--- src/rtl/mips_loader_pkg.sv ---
// Shared types and constants for the boot-time instruction memory loader.
// The state encoding is also visible to checkers through the top's state_dbg port.
package mips_loader_pkg;

  localparam int WORD_W = 32;
  localparam logic [WORD_W-1:0] ADDR_INC = 32'd4;

  typedef enum logic [2:0] {
    ST_HEADER = 3'd0,
    ST_LOAD   = 3'd1,
    ST_CHECK  = 3'd2,
    ST_DONE   = 3'd3,
    ST_ERROR  = 3'd4
  } state_e;

endpackage

--- src/rtl/byte_packer.sv ---
// Packs accepted bytes big-endian into 32-bit words.
// word_valid is combinational on the accept of the 4th byte, so the caller can act on that same edge.
module byte_packer
  import mips_loader_pkg::*;
(
  input  logic              clock,
  input  logic              rst,
  input  logic              accept,
  input  logic [7:0]        in_byte,
  output logic              word_valid,
  output logic [WORD_W-1:0] word
);

  logic [23:0] shift_q;
  logic [1:0]  byte_cnt_q;

  always_ff @(posedge clock) begin
    if (rst) begin
      shift_q    <= '0;
      byte_cnt_q <= '0;
    end else if (accept) begin
      shift_q    <= {shift_q[15:0], in_byte};
      byte_cnt_q <= byte_cnt_q + 2'd1;
    end
  end

  // Only the three earlier bytes are stored; the 4th is taken straight from the input.
  assign word_valid = accept && (byte_cnt_q == 2'd3);
  assign word       = {shift_q, in_byte};

endmodule

--- src/rtl/inst_mem_loader.sv ---
// Boot loader: header word count, N instruction words, XOR checksum; writes imem and releases cpu_rst.
// Handshake: a byte transfers on a rising edge when in_valid and in_ready are both high (in_ready already excludes rst).
module inst_mem_loader
  import mips_loader_pkg::*;
#(
  parameter int                DEPTH     = 256,
  parameter logic [WORD_W-1:0] BASE_ADDR = 32'h0000_0000
) (
  input  logic              clock,
  input  logic              rst,
  input  logic [7:0]        in_byte,
  input  logic              in_valid,
  output logic              in_ready,
  output logic              mem_we,
  output logic [WORD_W-1:0] mem_addr,
  output logic [WORD_W-1:0] mem_wdata,
  output logic              cpu_rst,
  output logic              load_done,
  output logic              load_error,
  output logic [2:0]        state_dbg
);

  localparam int CW = $clog2(DEPTH) + 1;

  state_e            state_q, state_d;
  logic              accept;
  logic              word_valid;
  logic [WORD_W-1:0] word;
  logic [WORD_W-1:0] n_words_q;
  logic [WORD_W-1:0] csum_q;
  logic [CW-1:0]     word_cnt_q;
  logic              last_word;

  assign accept    = in_valid && in_ready;
  assign last_word = (32'(word_cnt_q) == (n_words_q - 32'd1));
  assign state_dbg = state_q;

  byte_packer u_packer (
    .clock      (clock),
    .rst        (rst),
    .accept     (accept),
    .in_byte    (in_byte),
    .word_valid (word_valid),
    .word       (word)
  );

  always_ff @(posedge clock) begin
    if (rst) state_q <= ST_HEADER;
    else     state_q <= state_d;
  end

  always_comb begin
    state_d = state_q;
    case (state_q)
      ST_HEADER: if (word_valid) begin
        if (word > 32'(DEPTH))  state_d = ST_ERROR;
        else if (word == '0)    state_d = ST_CHECK;
        else                    state_d = ST_LOAD;
      end
      ST_LOAD:   if (word_valid && last_word) state_d = ST_CHECK;
      ST_CHECK:  if (word_valid) state_d = (word == csum_q) ? ST_DONE : ST_ERROR;
      default:   state_d = state_q;
    endcase
  end

  always_comb begin
    in_ready   = 1'b0;
    cpu_rst    = 1'b1;
    load_done  = 1'b0;
    load_error = 1'b0;
    case (state_q)
      ST_HEADER, ST_LOAD, ST_CHECK: in_ready = !rst;
      ST_DONE: begin
        cpu_rst   = 1'b0;
        load_done = 1'b1;
      end
      ST_ERROR: load_error = 1'b1;
      default: ;
    endcase
  end

  // Datapath: header latch, running checksum, word counter and the registered write port.
  always_ff @(posedge clock) begin
    if (rst) begin
      n_words_q  <= '0;
      csum_q     <= '0;
      word_cnt_q <= '0;
      mem_we     <= 1'b0;
      mem_addr   <= BASE_ADDR;
      mem_wdata  <= '0;
    end else begin
      mem_we <= 1'b0;
      if (word_valid) begin
        case (state_q)
          ST_HEADER: n_words_q <= word;
          ST_LOAD: begin
            mem_we     <= 1'b1;
            mem_addr   <= BASE_ADDR + 32'(word_cnt_q) * ADDR_INC;
            mem_wdata  <= word;
            csum_q     <= csum_q ^ word;
            word_cnt_q <= word_cnt_q + 1'b1;
          end
          default: ;
        endcase
      end
    end
  end

endmodule

--- config.mk ---
export PLATFORM = sky130hd
export DESIGN_NAME = inst_mem_loader
export DESIGN_NICKNAME = d
export VERILOG_FILES = /design/src/rtl/mips_loader_pkg.sv /design/src/rtl/byte_packer.sv /design/src/rtl/inst_mem_loader.sv
export SDC_FILE = /design/constraint.sdc
export NUM_CORES = 1
export LEC_CHECK = 0
export BUFFER_PORTS_ARGS = -buffer_cell sky130_fd_sc_hd__buf_2
export CORE_MARGIN = 1
export CORE_UTILIZATION = 64
export CTS_BUF_LIST = sky130_fd_sc_hd__clkbuf_4 sky130_fd_sc_hd__clkbuf_8
export CTS_CLUSTER_DIAMETER = 100
export DETAILED_ROUTE_END_ITERATION = 6
export GPL_ROUTABILITY_DRIVEN = 0
export GPL_TIMING_DRIVEN = 1
export HOLD_SLACK_MARGIN = 0.12
export PLACE_DENSITY_LB_ADDON = 0.05
export RECOVER_POWER = 100
export SETUP_SLACK_MARGIN = 0.1
export SYNTH_ARGS = -nofsm -noshare
export SYNTH_HDL_FRONTEND = slang
export SYNTH_SLANG_ARGS = --single-unit
--- constraint.sdc ---
create_clock -name clock -period 3.85 [get_ports clock]
set_clock_uncertainty 0.1 [all_clocks]
set_input_delay 0 -clock clock [delete_from_list [all_inputs] [get_ports clock]]
set_output_delay 0 -clock clock [all_outputs]
set_load 0.05 [all_outputs]
== Word-level counts from Yosys, hierarchy flattened ==
Cells that the tools add are included.

* Flip-flop bits (word level): 144
* Input bits: 11
* Output and inout port bits: 72
* Logic and storage cells: 49

* $add $sub $neg: 3
* Order comparisons: 1
* Eq/ne operators: 10
* Muxes and demuxes: 12
* Bitwise operators: 2
* Reductions and logical operators: 12

{| class="wikitable"
|+ Operator list
! operator !! number
|-
| 32-bit equality test || 1
|-
| 9-bit by 32-bit equality test with 1-bit output || 1
|-
| 32-bit by 9-bit > comparator with 1-bit output, second input constant || 1
|-
| 32-bit logical NOT || 1
|-
| 32-bit by 1-bit subtractor with 32-bit output, second input constant || 1
|-
| 32-bit XOR || 1
|-
| 3-bit 2-to-1 mux || 5
|-
| 9-bit by 1-bit adder with 9-bit output, second input constant || 1
|-
| 3-bit case mux with 3 select lines || 1
|-
| 3-bit by 2-bit equality test with 1-bit output, second input constant || 2
|-
| 2-bit != test, second input constant || 3
|-
| 1-bit 2-to-1 mux || 5
|-
| 2-bit AND reduction || 2
|-
| 4-bit AND reduction || 1
|-
| 3-bit by 1-bit equality test with 1-bit output, second input constant || 1
|-
| 3-bit equality test, second input constant || 1
|-
| 1-bit logical AND || 3
|-
| 3-bit logical NOT || 1
|-
| 3-bit nonzero test || 1
|-
| 3-bit OR reduction || 1
|-
| 2-bit by 1-bit adder with 2-bit output, second input constant || 1
|-
| 2-bit equality test, second input constant || 1
|-
| 2-bit 2-to-1 mux || 1
|-
| 2-bit OR reduction || 1
|-
| other kinds (2) || 2
|}

== Longest topological paths before layout ==
* Word-level depth: 8
* Depth in mapped cells: 11
* Mapped depth without buffers: 9

== Hierarchy ==
A second synthesis with hierarchy kept.

* Cell total of the unflattened synthesis: 774
* Area total of the unflattened synthesis: 6447.4 um2

{| class="wikitable"
|+ Modules (own cells, without submodules)
! module !! times used !! cells each !! area each (um2)
|-
| inst_mem_loader || 1 || 680 || 5424.0
|-
| byte_packer || 1 || 94 || 1023.5
|}

== Worst setup path after synthesis ==
No wires, ideal clock.

* Kind: register -> register
* Start: register state_q[1] (netlist: state_dbg[1])
* End: register word_cnt_q[6]
* Library setup time: 0.128 ns
* Data arrival time: 2.712 ns
* Data required time: 3.622 ns
* Setup slack: 0.910 ns
* Stages on the path, launching flop included: 12
* Path buffers: 3
* Period minus slack after synthesis: 2.940 ns
* Cells stage by stage: dfxtp_1 clkbuf_1 a211oi_2 and2_1 buf_4 nand3_4 inv_1 buf_2 and3_1 nand4_1 xor2_1 nor2_1

* Cells in the longest elaborated chain, start to end: 6
* Elaborated cells on any way between the ends: 8
* Those cells by class: 2 x eq/ne; 1 x mux; 5 x reduce/logical

{| class="wikitable"
|+ RTL lines
! item !! line !! source
|-
| from (decl) || inst_mem_loader.sv:25 || <nowiki>state_e state_q, state_d;</nowiki>
|-
| from (signal assigned) || inst_mem_loader.sv:49 || <nowiki>else state_q <= state_d;</nowiki>
|-
| 3-bit by 1-bit equality test with 1-bit output (tied with other cells) || inst_mem_loader.sv:71 || <nowiki>case (state_q)</nowiki>
|-
| 3-bit OR reduction (*) || inst_mem_loader.sv:71 ||
|-
| 1-bit 2-to-1 mux (*) || inst_mem_loader.sv:71 ||
|-
| net in_ready || inst_mem_loader.sv:13 || <nowiki>output logic in_ready,</nowiki>
|-
| 1-bit logical AND (*) || inst_mem_loader.sv:34 || <nowiki>assign accept = in_valid && in_ready;</nowiki>
|-
| 1-bit logical AND (*) || byte_packer.sv:28 || <nowiki>assign word_valid = accept && (byte_cnt_q == 2'd3);</nowiki>
|-
| 2-bit AND reduction (no line) (*) || -- ||
|-
| to (signal assigned) || inst_mem_loader.sv:101 || <nowiki>word_cnt_q <= word_cnt_q + 1'b1;</nowiki>
|-
| to (decl) || inst_mem_loader.sv:31 || <nowiki>logic [CW-1:0] word_cnt_q;</nowiki>
|}

Mark *: on every way through the listed nets, which the timed path passes. The rest lies on a longest branch.
A chain may end at the register's enable or synchronous reset.

== Final worst setup path ==
* Start: register state_q[1] (netlist: state_dbg[1])
* End: register csum_q[6]

* Cells in the longest elaborated chain, start to end: 6
* Elaborated cells on any way between the ends: 8
* Those cells by class: 2 x eq/ne; 1 x mux; 5 x reduce/logical

{| class="wikitable"
|+ RTL lines
! item !! line !! source
|-
| 3-bit by 1-bit equality test with 1-bit output (tied with other cells) || inst_mem_loader.sv:71, inst_mem_loader.sv:94 ||
|-
| 3-bit OR reduction || inst_mem_loader.sv:71 ||
|-
| 1-bit 2-to-1 mux || inst_mem_loader.sv:71 ||
|-
| 1-bit logical AND || inst_mem_loader.sv:34 ||
|-
| 1-bit logical AND || byte_packer.sv:28 ||
|-
| 2-bit AND reduction (no line) (*) || -- ||
|-
| to (signal assigned) || inst_mem_loader.sv:100 || <nowiki>csum_q <= csum_q ^ word;</nowiki>
|-
| to (decl) || inst_mem_loader.sv:30 || <nowiki>logic [WORD_W-1:0] csum_q;</nowiki>
|}

Mark *: on every way between the ends. The rest lies on a longest branch, timed or not.

==> flow_metrics.tcl <==
set metrics [dict create \
    outcome "finished, final reports clean" \
    syn_area_um2 6427 \
    slew_headroom 0.4169 \
    maxCapViolations 0 \
    final_max_slew_viol_count 0 \
    final_hold_viol_count 0 \
    multi_input_area_um2 3247 \
    start_util 0.6576 \
    cp_max_fo 27 \
    grt_max_degree 76 \
    place_ws_ns 1.159 \
    io_pins 83 \
    dr.max_layer_used "met4" \
    first_global_vias 4989 \
    antenna_found_initial 0 \
    cts_tree "yes" \
    synth_enable_flop_cells 0 \
    detail-route-antenna-nets 0 \
    tightest_slew_ns 0.8725 \
    reg2reg_depth 9 \
    fp.dieH_um 102.2 \
    clock.fmax_mhz 315.7 \
    ys_seq_area_frac 0.4485 \
    seq_area_um2 2883 \
    crit_path_start_kind "flip-flop" \
    die_w_um 102.2 \
    vias 5333 \
    cts-root-buf "clkbuf_8" \
    numClockSinks 144 \
    die_area_um2 10450 \
    min_period_ns 3.168 \
    drt_iter0_drc 341 \
    grt_first_pass_wirelength_mm 24.31 \
    finalPower_w 0.003116 \
    wirelength_mm 15.16 \
    gr-total-overflow 0 \
    wl_met1_mm 6.579 \
    grt_usage 0.3079 \
    rsz0062_at_grt "false" \
    area_growth_syn_to_layout_pct 12.96 \
    yosys_warnings 0 \
    cts_setup_buffers 0 \
    fp-row-count 36 \
    critical_path.slowest_cell "clkbuf_1" \
    final.setup.tns_ns 0 \
    path_class "reg -> reg" \
    syn_inst 749 \
    cts_buffer_depth 2 \
    dr.pass1.iters 5 \
    cts_buffers 17 \
    final_util 0.7428 \
    synth_area_per_cell_um2 8.581 \
    max_stage_delay_ns 0.66 \
    final_nets 824 \
    wl_met3_um 855 \
    cp_cell_sequence "a211oi_1 > and2_0 > buf_4 > nand3_1 > inv_1 > clkbuf_1 > nand2_1 > xor2_1 > nor2_1" \
    ir_worst_vdd_v 0.0002955 \
    hp-class "reg -> reg" \
    endpoint_kind "flip-flop" \
    leakage_nw 2.971 \
    ys_ff_latch 144 \
    ys.flop_type "dfxtp_1" \
    antenna_cells 0 \
    min_path_cells 2 \
    routedWlPerCell_um 15.85 \
    required_ns 4.06 \
    core_area_um2 9774 \
    portBuffers 59 \
    cp.arrival_ns 3.38 \
    insertion_delay_ns 0.45 \
    ys_types 56 \
    dr_wl_met2_mm 7.207 \
    p_per_area_nw_per_um2 429.2 \
    fin_crit_sh 0.8228 \
    drc 0 \
    clk_pin_slew_ns 0.08 \
    setup_viol 0 \
    synth_async_sr_flop_share 0 \
    final_layout_size_suffix_gt1_frac 0.06804 \
    post-dp-hpwl_mm 10.29 \
    worst_slack_ns 0.6822 \
    vias_per_cell 5.578 \
    final.fill_count 831 \
    htree_levels 4 \
    holdWs_ns 0.3535 \
]
## metal layers
layer,global-route usage,vias to the layer above
met5,0,-
met4,0.1516,0
met3,0.08071,39
met2,0.4930,183
met1,0.3853,2524
li1,-,2587
## path summary, 6_finish.rpt
kind	startpoint	to	slack, ns
worst max-delay path	state_dbg[1]	csum_q[6]	0.68
worst min-delay path	mem_addr[6]	mem_addr[6]	0.35
worst max register to register	state_dbg[1]	csum_q[6]	0.68
worst min register to register	mem_addr[6]	mem_addr[6]	0.35
## repair_timing
item                      in CTS  in global routing
hold endpoints to repair      74                  0
gates resized for setup        0                  0
hold buffers                  18                  0
## power by group
group          leakage (nW)  internal, W  switching (W)  total (W)
registers              1.16      0.00150      0.0000307    0.00153
clock network         0.237     0.000845       0.000554    0.00140
logic                  1.57    0.0000524       0.000131   0.000183
## cell usage after synthesis (all sizes together) (2+ instances only)
master / number / area [um^2]
a21oi: 51 / 255.2
and2: 2 / 12.51
and3: 2 / 12.51
buf: 34 / 232.7
clkbuf: 30 / 112.6
dfxtp: 144 / 2883
ha: 3 / 37.54
inv: 6 / 22.52
mux2i: 34 / 340.3
nand2: 150 / 565.6
nand3: 6 / 42.54
nand3b: 25 / 187.7
nand4: 10 / 62.56
nand4b: 3 / 26.28
nor2: 85 / 326.6
nor2b: 6 / 37.54
nor3: 6 / 30.03
nor3b: 2 / 15.01
nor4: 20 / 140.1
o21a: 2 / 15.01
o21ai: 9 / 45.04
o22ai: 3 / 18.77
o31ai: 2 / 15.01
o32ai: 3 / 26.28
o41ai: 2 / 25.03
or3: 4 / 25.02
or4: 4 / 37.53
xnor2: 7 / 61.31
xor2: 75 / 656.9
## through the flow
stage	std cells	instance area, um^2
3_3_place_gp	906	6689
2_1_floorplan	771	6510
4_1_cts	956	7346
6_report	956	7261
3_5_place_dp	906	6689
5_1_grt	956	7261
## cell usage in the layout (no fill, tap or decap), types with 7 or more instances in the layout
cell type and n:
buf_4 7, xor2_1 75, mux2i_1 34, nor2_1 83, nand2_1 150, o21ai_0 9, nor4_1 19, nand4_1 10
dlygate4sd3_1 18, conb_1 23, xnor2_1 7, clkbuf_8 20, buf_2 9, clkbuf_1 50, a21oi_1 51, nand3b_1 25
dfxtp_1 144
## state kept, by name (all words and copies together), names as in the netlist
signal,flops
n_words_q,32
csum_q,32
word_cnt_q,9
u_packer.shift_q,24
state_dbg,3
mem_addr,9
mem_wdata,32
mem_we,1
u_packer.byte_cnt_q,2
## worst max-delay path: cells and delay by family, from the launching register on
family                 cells  cell delay [ns]
XOR/XNOR                   1             0.20
AO/OA/AOI/OAI              1             0.55
AND/OR/NAND/NOR            4             0.66
flip-flops                 1             0.42
buffers and inverters      3             1.09
## cells by family (layout without fill, tap and decap cells)
group,Yosys count,count (layout),share of synthesized area
AND/OR/NAND/NOR,332,332,0.2455
flip-flops,144,144,0.4485
AO/OA/AOI/OAI,83,83,0.07767
XOR/XNOR,82,82,0.1117
buffers and inverters,70,122,0.05723
multiplexers,34,34,0.05295
adder cells (fa/ha/maj),3,3,0.005841
other,1,23,0.0005834
## final cells by class
type	instances	area share
clock buffers	23	0.04101
clock inverters	9	0.02464
inverters	6	0.003102
multi-input cells	557	0.4472
flip-flops and latches	144	0.3970
well taps	133	0.02292
repair buffers	84	0.06410
No activity file was read; power rests on OpenSTA's default activity.
